`config.mk`:
```
export PLATFORM = sky130hd
export DESIGN_NAME = md5_candidate_matcher
export DESIGN_NICKNAME = d
export VERILOG_FILES = /design/src/rtl/md5_pkg.sv /design/src/rtl/md5_tag_delay.sv /design/src/rtl/md5_candidate_matcher.sv
export SDC_FILE = /design/constraint.sdc
export NUM_CORES = 2
export LEC_CHECK = 0
export ABC_AREA = 0
export ABC_CLOCK_PERIOD_IN_PS = 89900
export CORE_MARGIN = 2
export CORE_UTILIZATION = 53
export DETAILED_ROUTE_END_ITERATION = 12
export PLACE_DENSITY = 0.78
export SYNTH_ARGS = -nofsm -noshare
export SYNTH_HDL_FRONTEND = slang
export SYNTH_SLANG_ARGS = --single-unit
```
`constraint.sdc`:
```
create_clock -name CLK -period 89.9 [get_ports CLK]
set_clock_uncertainty 0.15 [all_clocks]
set_input_delay 13.485 -clock CLK [delete_from_list [all_inputs] [get_ports CLK]]
set_output_delay 13.485 -clock CLK [all_outputs]
set_load 0.01 [all_outputs]
```
`src/rtl/md5_pkg.sv`:
```
// md5_pkg
// Shared constants, state type and padding helper for the MD5 candidate
// matcher slice.
//   MD5_BLK_W / MD5_DIG_W : message block and digest widths
//   MD5_PAD_WORD          : word 1 of a 4-byte message (0x80 terminator byte)
//   MD5_LEN32             : word 14, the message length in bits (32)
//   md5_state_e           : matcher state (SEARCH / HIT)
//   md5_pad_block()       : builds the single padded block for one candidate
package md5_pkg;

  localparam int          MD5_BLK_W    = 512;
  localparam int          MD5_DIG_W    = 128;
  localparam logic [31:0] MD5_PAD_WORD = 32'h0000_0080;
  localparam logic [31:0] MD5_LEN32    = 32'h0000_0020;

  typedef enum logic [0:0] {
    SEARCH = 1'b0,
    HIT    = 1'b1
  } md5_state_e;

  // Words are little-endian: word k lives in bits [32k+31:32k].
  function automatic logic [MD5_BLK_W-1:0] md5_pad_block(input logic [31:0] cand);
    logic [MD5_BLK_W-1:0] blk;
    blk            = '0;
    blk[31:0]      = cand;
    blk[63:32]     = MD5_PAD_WORD;
    blk[479:448]   = MD5_LEN32;
    return blk;
  endfunction

endpackage

```
`src/rtl/md5_tag_delay.sv`:
```
// md5_tag_delay
// Valid+data shift register that carries each candidate alongside the
// fixed-latency MD5 core so the tag appears in the same cycle as its digest.
//   i_clk    : clock, rising edge
//   i_rst    : asynchronous active-high reset; empties every stage
//   i_valid  : tag valid entering the line
//   i_data   : tag (candidate) entering the line
//   o_valid  : tag valid leaving the line, DEPTH cycles later
//   o_data   : tag leaving the line
module md5_tag_delay #(
  parameter int DEPTH  = 64,
  parameter int DATA_W = 32
) (
  input  logic              i_clk,
  input  logic              i_rst,
  input  logic              i_valid,
  input  logic [DATA_W-1:0] i_data,
  output logic              o_valid,
  output logic [DATA_W-1:0] o_data
);

  logic [DEPTH-1:0]  r_valid;
  logic [DATA_W-1:0] r_data [DEPTH];

  always_ff @(posedge i_clk or posedge i_rst) begin
    if (i_rst) begin
      r_valid[0] <= 1'b0;
      r_data[0]  <= '0;
    end else begin
      r_valid[0] <= i_valid;
      r_data[0]  <= i_data;
    end
  end

  genvar gi;
  generate
    for (gi = 1; gi < DEPTH; gi++) begin : g_stage
      always_ff @(posedge i_clk or posedge i_rst) begin
        if (i_rst) begin
          r_valid[gi] <= 1'b0;
          r_data[gi]  <= '0;
        end else begin
          r_valid[gi] <= r_valid[gi-1];
          r_data[gi]  <= r_data[gi-1];
        end
      end
    end
  endgenerate

  assign o_valid = r_valid[DEPTH-1];
  assign o_data  = r_data[DEPTH-1];

endmodule

```
`src/rtl/md5_candidate_matcher.sv`:
```
// md5_candidate_matcher
// Pads each 32-bit candidate into an MD5 block, tracks it through the core
// latency, compares the returned digest with the target and latches the
// first match (raising halt to stop the candidate counter).
//   CLK          : clock, rising edge
//   reset        : asynchronous active-high reset
//   clear        : synchronous clear of found / sync_err / checked
//   target       : digest being searched for
//   cand_in      : candidate value, cand_valid qualifies it
//   blk_out      : padded block to the MD5 core, blk_valid qualifies it
//   digest_in    : digest from the core, digest_valid qualifies it
//   halt, found  : a match is latched
//   found_cand   : candidate of the first match
//   checked      : saturating count of compared digests
//   sync_err     : sticky, core output and tag line disagreed
module md5_candidate_matcher
  import md5_pkg::*;
#(
  parameter int PIPE_LAT = 64
) (
  input  logic                 CLK,
  input  logic                 reset,
  input  logic                 clear,
  input  logic [MD5_DIG_W-1:0] target,
  input  logic [31:0]          cand_in,
  input  logic                 cand_valid,
  output logic [MD5_BLK_W-1:0] blk_out,
  output logic                 blk_valid,
  input  logic [MD5_DIG_W-1:0] digest_in,
  input  logic                 digest_valid,
  output logic                 halt,
  output logic                 found,
  output logic [31:0]          found_cand,
  output logic [31:0]          checked,
  output logic                 sync_err
);

  logic [MD5_BLK_W-1:0] r_blk_out;
  logic                 r_blk_valid;
  md5_state_e           r_state;
  logic [31:0]          r_found_cand;
  logic [31:0]          r_checked;
  logic                 r_sync_err;

  logic                 w_tag_valid;
  logic [31:0]          w_tag_cand;
  logic                 w_cmp;
  logic                 w_hit;
  logic                 w_misalign;
  logic [31:0]          w_checked_inc;

  // Block register: one padded block per accepted candidate, no back-pressure.
  always_ff @(posedge CLK or posedge reset) begin
    if (reset) begin
      r_blk_out   <= '0;
      r_blk_valid <= 1'b0;
    end else begin
      r_blk_out   <= md5_pad_block(cand_in);
      r_blk_valid <= cand_valid;
    end
  end

  // Tag line is fed from the registered block so it lines up with the
  // core's own PIPE_LAT-cycle latency measured from blk_valid.
  md5_tag_delay #(
    .DEPTH  (PIPE_LAT),
    .DATA_W (32)
  ) u_tag_delay (
    .i_clk   (CLK),
    .i_rst   (reset),
    .i_valid (r_blk_valid),
    .i_data  (r_blk_out[31:0]),
    .o_valid (w_tag_valid),
    .o_data  (w_tag_cand)
  );

  assign w_cmp         = w_tag_valid & digest_valid;
  assign w_hit         = w_cmp & (digest_in == target);
  assign w_misalign    = w_tag_valid ^ digest_valid;
  assign w_checked_inc = (r_checked == 32'hFFFF_FFFF) ? r_checked : r_checked + 32'd1;

  // Later assignments override earlier ones, so an event in the same cycle
  // as clear is applied on top of the cleared state (hit wins over clear).
  always_ff @(posedge CLK or posedge reset) begin
    if (reset) begin
      r_state      <= SEARCH;
      r_found_cand <= '0;
      r_checked    <= '0;
      r_sync_err   <= 1'b0;
    end else begin
      if (clear) begin
        r_state      <= SEARCH;
        r_found_cand <= '0;
        r_checked    <= '0;
        r_sync_err   <= 1'b0;
      end
      if (w_misalign) begin
        r_sync_err <= 1'b1;
      end
      if (w_cmp) begin
        r_checked <= clear ? 32'd1 : w_checked_inc;
      end
      // First match wins: in HIT only a simultaneous clear re-arms capture.
      if (w_hit && (clear || (r_state == SEARCH))) begin
        r_state      <= HIT;
        r_found_cand <= w_tag_cand;
      end
    end
  end

  assign blk_out    = r_blk_out;
  assign blk_valid  = r_blk_valid;
  assign found      = (r_state == HIT);
  assign halt       = (r_state == HIT);
  assign found_cand = r_found_cand;
  assign checked    = r_checked;
  assign sync_err   = r_sync_err;

endmodule

```
==> results by group <==
Run status
  – Status: finished, final reports clean

Routing
  – Via density: 4.40
  – Starting DRC count in detailed routing: 1731
  – Number of routed nets with antenna violations: 0
  – Drc violations: 0
  – Via Count: 23900
  – Final WL: 121 mm
  – DRT Pass-1 Iters: 5
  – Drt wl/cell: 22.3 um

STA
  – Fin crit period: 20.18 ns
  – Slew headroom: 22.0%
  – Final TNS setup: 0 ns
  – Final setup violation count: 0
  – Worst Tran Pin Value: 1.17 ns
  – Max Clk Rate: 49.5 MHz
  – Slew Viols, Final: 0
  – RSZ-0062 raised after global routing: no
  – Setup slack after layout: 69.72 ns
  – Fin crit share: 22.5%
  – Final Hold Vio Count: 0

Place
  – Final GP Congestion: 0.876
  – PortBufs: 394
  – DP Wirelength: 68.9 mm
  – Setup WS pre-CTS: 68.69 ns

CTS
  – Post-CTS setup-driven buffer insertion count: 0
  – Clk sink count: 2212
  – Hold_buf cts: 0
  – CTS root buf: clkbuf_16
  – Skew-Pair Late Insertion Delay: 0.79 ns
  – Worst-path clk slew: 0.07 ns
  – CTS buffer count: 190
  – Clk buf depth: 3
  – H-tree depth: 4
  – Cts repair resizes: 0
  – CTS tree: yes

Worst setup path
  – Crit Path Class: in2async
  – Crit end category: asynchronous set/reset pin
  – Worst Setup Start Kind: input pin
  – Critical path arrival: 20.76 ns
  – Max Fanout on Critical Path: 221
  – Req. time, crit path: 90.47 ns

Final layout
  – Area delta synth->final: 17.2%
  – Final net count: 4031
  – Share of layout cells above drive strength 1: 9.40%

Global route
  – GR Util met3: 4.21%
  – Vias in the first global route: 27600
  – Gr busiest metal: met2
  – Total routing usage reported by global routing: 21.0%
  – Met1 Use GR: 26.2%
  – Global-route wire length before repair: 183 mm
  – Met2 usage in global routing: 36.4%
  – Initial antenna violation count: 31
  – Congestion Overflow GR: 0
  – Pin count of the biggest net entering global routing: 222

Worst hold path
  – Hold WC Path Type: reg2reg

Pwr
  – Power Total: 1940 uW
  – Max VDD drop: 0.0185 mV
  – Pwr dens: 26.7 mW/mm^2
  – Leakage: 0.0348 uW

Floorplanning
  – Core box area: 0.116 sq mm
  – Die area: 0.120 sq mm
  – Die width: 347 um
  – # rows: 125
  – I/O pins: 873
  – Starting density of the core: 53.5%
  – Die height: 347 um

Synthesis
  – Mapped Area: 0.0622 sq mm
  – Sequential-to-total area share from yosys stat: 88.9%
  – Avg Cell Area, Syn: 19.8 sq um
  – Ys Warns: 0
  – Post-synth EDFFs: 0
  – Distinct cell type count after synthesis: 47
  – Synth async-reset ratio: 100%
  – Synthesis-stage register bit count: 2212
  – Synth Instances: 3148
  – Ys flop type: dfrtp_1

Flow run
  – # Max-Cap Violations: 0
## state kept, by name, indices dropped and copies added, names as in the netlist
name,count
blk_valid,1
u_tag_delay.o_data,32
blk_out,33
checked,32
found,1
u_tag_delay.o_valid,1
sync_err,1
found_cand,32
u_tag_delay.r_data,2016
u_tag_delay.r_valid,63
## logic make-up (layout without fill, tap and decap cells)
group | after synthesis | after routing | synth area share, %
compound gates | 50 | 50 | 0.587
simple gates | 213 | 213 | 2.00
flops | 2212 | 2212 | 88.9
xor+xnor | 110 | 110 | 1.55
other cells | 2 | 492 | 0.0121
fa+ha+maj | 2 | 2 | 0.0402
mux | 32 | 32 | 0.760
buf+inv | 527 | 797 | 6.11
## cells in the final DEF (no fill, tap or decap), drive strengths merged, types with 19 or more instances in the layout
cell and n:
mux2 32, conb 479, clkdlybuf4s50 393, clkinv 42
inv 38, nor2b 55, nor2 29, nand4 20
xnor2 19, nor4 20, clkbuf 283, dfrtp 2212
xor2 91, buf 23
## cell type report
| cell class | count | area, sq um |
|---|---|---|
| flip-flops and latches | 2212 | 55400 |
| fillers | 7655 | 43400 |
| clock buffers | 283 | 5600 |
| multi-input cells | 886 | 4870 |
| repair buffers | 416 | 4150 |
| well taps | 1524 | 1910 |
| clock inverters | 68 | 928 |
| inverters | 30 | 120 |
| diodes | 13 | 32.5 |
## cells in the mapped netlist, types with 3 or more instances
library cell,n,area [sq um]
inv_1,30,113
and2_1,4,25.0
and4_1,7,61.3
a21oi_1,10,50.1
nand2_1,15,56.3
or3_1,6,37.5
nand4_1,19,119
dfrtp_1,2212,55400
o2111a_1,4,45.0
a2111oi_0,7,61.3
nor4_1,19,119
buf_4,480,3600
o21ai_0,7,35.0
and3_1,5,31.3
nand2b_1,18,113
nand3_1,18,90.1
nor2b_1,55,344
or4_1,4,30.0
o22ai_1,5,31.3
a22oi_1,3,22.5
nor3_1,9,45.0
nor2_1,29,109
xor2_1,91,797
xnor2_1,19,166
mux2_4,30,450
clkbuf_1,10,37.5
a221oi_1,3,26.3
buf_6,3,33.8
## critical path, stage by stage
cell and delay [ns]:
clkdlybuf4s50_1 0.50, inv_8 0.75, buf_12 0.80, buf_4 0.93, buf_4 0.99, buf_4 1.02
buf_12 0.79, buf_4 1.00
## worst paths after layout
| path | startpoint | to | slack, ns | depth (start not counted) |
|---|---|---|---|---|
| max | reset | u_tag_delay.r_data[1925] | 69.72 | 8 |
| min | u_tag_delay.r_data[619] | u_tag_delay.r_data[587] | 0.17 | 0 |
| max reg2reg | u_tag_delay.o_valid | found_cand[20] | 86.87 | 7 |
| min reg2reg | u_tag_delay.r_data[619] | u_tag_delay.r_data[587] | 0.17 | 0 |
| max in group CLK | target[92] | found_cand[20] | 73.91 | 8 |
| min in group asynchronous | reset | u_tag_delay.r_data[1273] | 13.23 | 2 |
## per-layer routing
metal	vias to the layer above	routed length [um]
met5	-	13
met4	2	3870
met3	186	5330
met2	640	65400
met1	12900	46400
li1	10100	-
## report_power, final
group / switching, uW / internal [uW]
Clock: 367 / 478
Sequential: 14.4 / 1030
Combinational: 36.2 / 16.2
Total: 418 / 1530
## metrics by stage
stage                     cells  hold WS [ns]  util (%)  instance area, sq um
after floorplan            3625         0.181         -                 64000
after global placement     5068         0.181      57.1                 66400
after detailed placement   5068         0.185      57.1                 66400
after CTS                  5419         0.168      62.7                 72900
after global routing       5431         0.188      62.7                 73000
final                      5432         0.173      62.7                 73000
(Power assumes the default switching activity.)
==> variant, RTL diff (same flow settings) <==
Register the outputs `halt` and `found`, cleared by the reset; this adds one clock of latency there. The other outputs are not delayed to match.
--- a/src/rtl/md5_candidate_matcher.sv
+++ b/src/rtl/md5_candidate_matcher.sv
@@ -112,4 +112,11 @@
   assign blk_valid  = r_blk_valid;
-  assign found      = (r_state == HIT);
-  assign halt       = (r_state == HIT);
+  always_ff @(posedge CLK or posedge reset) begin
+    if (reset) begin
+      halt  <= '0;
+      found <= '0;
+    end else begin
+      halt  <= (r_state == HIT);
+      found <= (r_state == HIT);
+    end
+  end
   assign found_cand = r_found_cand;
Function: not settled (the Yosys comparison gave no result); the edit may change what the design does.
==> variant against the unedited design <==
- global-route usage grew 0.40 points
- sequential cell count is 1 higher
- total power fell by 0.32%
- design area barely moved
- non-clock buffer count rose by 2
- area after synthesis hardly changed
- worst hold slack worse by 24 ps
- setup slack worse by 1400 ps
- wire length grew 2.4%
- combinational power up 2%
- largest power group unchanged
==> variant: results <==
[route]
drt_iter0_drc = 1759
vias = 23994
first_pass_iters = 4
wl_per_cell_um = 22.8
wl_met3_mm = 5.84
top_layer_used = met4
wl_met2_mm = 65.1
wl_mm = 124
met1Wirelength_mm = 48.8

[placement]
postPlaceCellArea_mm2 = 0.0664
gp_congestion = 0.891
pre_cts_slack_ps = 67290
dp.cells = 5071
hpwl_mm = 70.6

[clock_tree]
clk_pin_slew_worst_paths_ps = 90
numCtsBuffers = 193
clock_latency_ps = 810

[setup_path]
rr_endpoint = found_cand[4]$_DFFE_PP0P_
crit_path_max_fanout = 198
rrSetupSlack_ps = 86910
worstPathArrival_ps = 22130

[timing]
slew_headroom_pct = 24.3
hold_ws_ps = 149

[synthesis]
synth_common_cells = 2213 x dfrtp_1, 480 x buf_4, 91 x xor2_1
seq_area_frac_synth_pct = 88.9
yosys.area_share.xor_xnor_pct = 1.55
synthMuxAreaShare_pct = 0.760
synth_compound_area_share_pct = 0.587
post_synth.cell_area_avg_um2 = 19.8
synth-adder-area-share_pct = 0.0402
synthTopCellsByArea = dfrtp_1 89%, buf_4 5.8%, xor2_1 1.3%

[finish]
final_core_util_pct = 62.7
fill_cells = 7630
final_nets = 4037
drive_gt1_share_pct = 9.39

[grt]
grt_max_degree = 213
track_usage_pct = 21.4
use_met2_pct = 36.1
grt.met3_usage_pct = 4.40
first_global_vias = 27726
grt_use_met1_pct = 27.6

[run_status]
status = completed

[pwr]
p_int_mw = 1.52
p_leak_nw = 34.8

[worst_hold_path]
worstHoldStart = u_tag_delay.r_data[976]$_DFF_PP0_
min_to = u_tag_delay.r_data[944]$_DFF_PP0_
variant: cell families after synthesis:
kind of cell,Yosys count
AOI/OAI and AO/OA,50
xor gates and xnor gates,110
adders and majority gates,2
buffers and inverters,527
DFF,2213
muxes,32
other,2
and+or+nand+nor,213
variant: cell type report:
| cell class | count | share of cell area (%) |
|---|---|---|
| Sequential cell | 2213 | 75.9 |
| Clock buffer | 294 | 7.90 |
| Multi-Input combinational cell | 886 | 6.67 |
| Timing Repair Buffer | 418 | 5.72 |
| Tap cell | 1524 | 2.61 |
| Clock inverter | 57 | 0.950 |
| Inverter | 30 | 0.165 |
| Antenna cell | 14 | 0.0480 |
variant: worst max-delay path by stage:
stage,slack (ps),depth (start not counted),to,startpoint
final,68320,10,u_tag_delay.r_valid[38]$_DFF_PP0_,reset
after detailed placement,67290,10,u_tag_delay.r_data[808]$_DFF_PP0_,reset
after CTS,67910,10,u_tag_delay.r_valid[37]$_DFF_PP0_,reset
after global routing,66410,10,u_tag_delay.r_valid[38]$_DFF_PP0_,reset
after global placement,67810,10,u_tag_delay.r_valid[37]$_DFF_PP0_,reset
after floorplan,13740,1,blk_out[0]$_DFF_PP0_,reset
variant: power groups by stage:
stage | Combinational, mW | Clock, mW | Sequential [mW]
floorplan | 0.0434 | 0 | 1.07
global placement | 0.0521 | 0 | 1.06
detailed placement | 0.0534 | 0 | 1.06
CTS | 0.0540 | 0.865 | 1.05
global route | 0.0605 | 0.907 | 1.05
finish | 0.0533 | 0.838 | 1.05
variant: worst max-delay path: stages:
cell,delay (ps)
clkdlybuf4s50_1,500
inv_8,610
buf_4,890
buf_4,910
buf_4,800
buf_4,940
buf_4,930
buf_4,860
buf_12,800
buf_4,1000
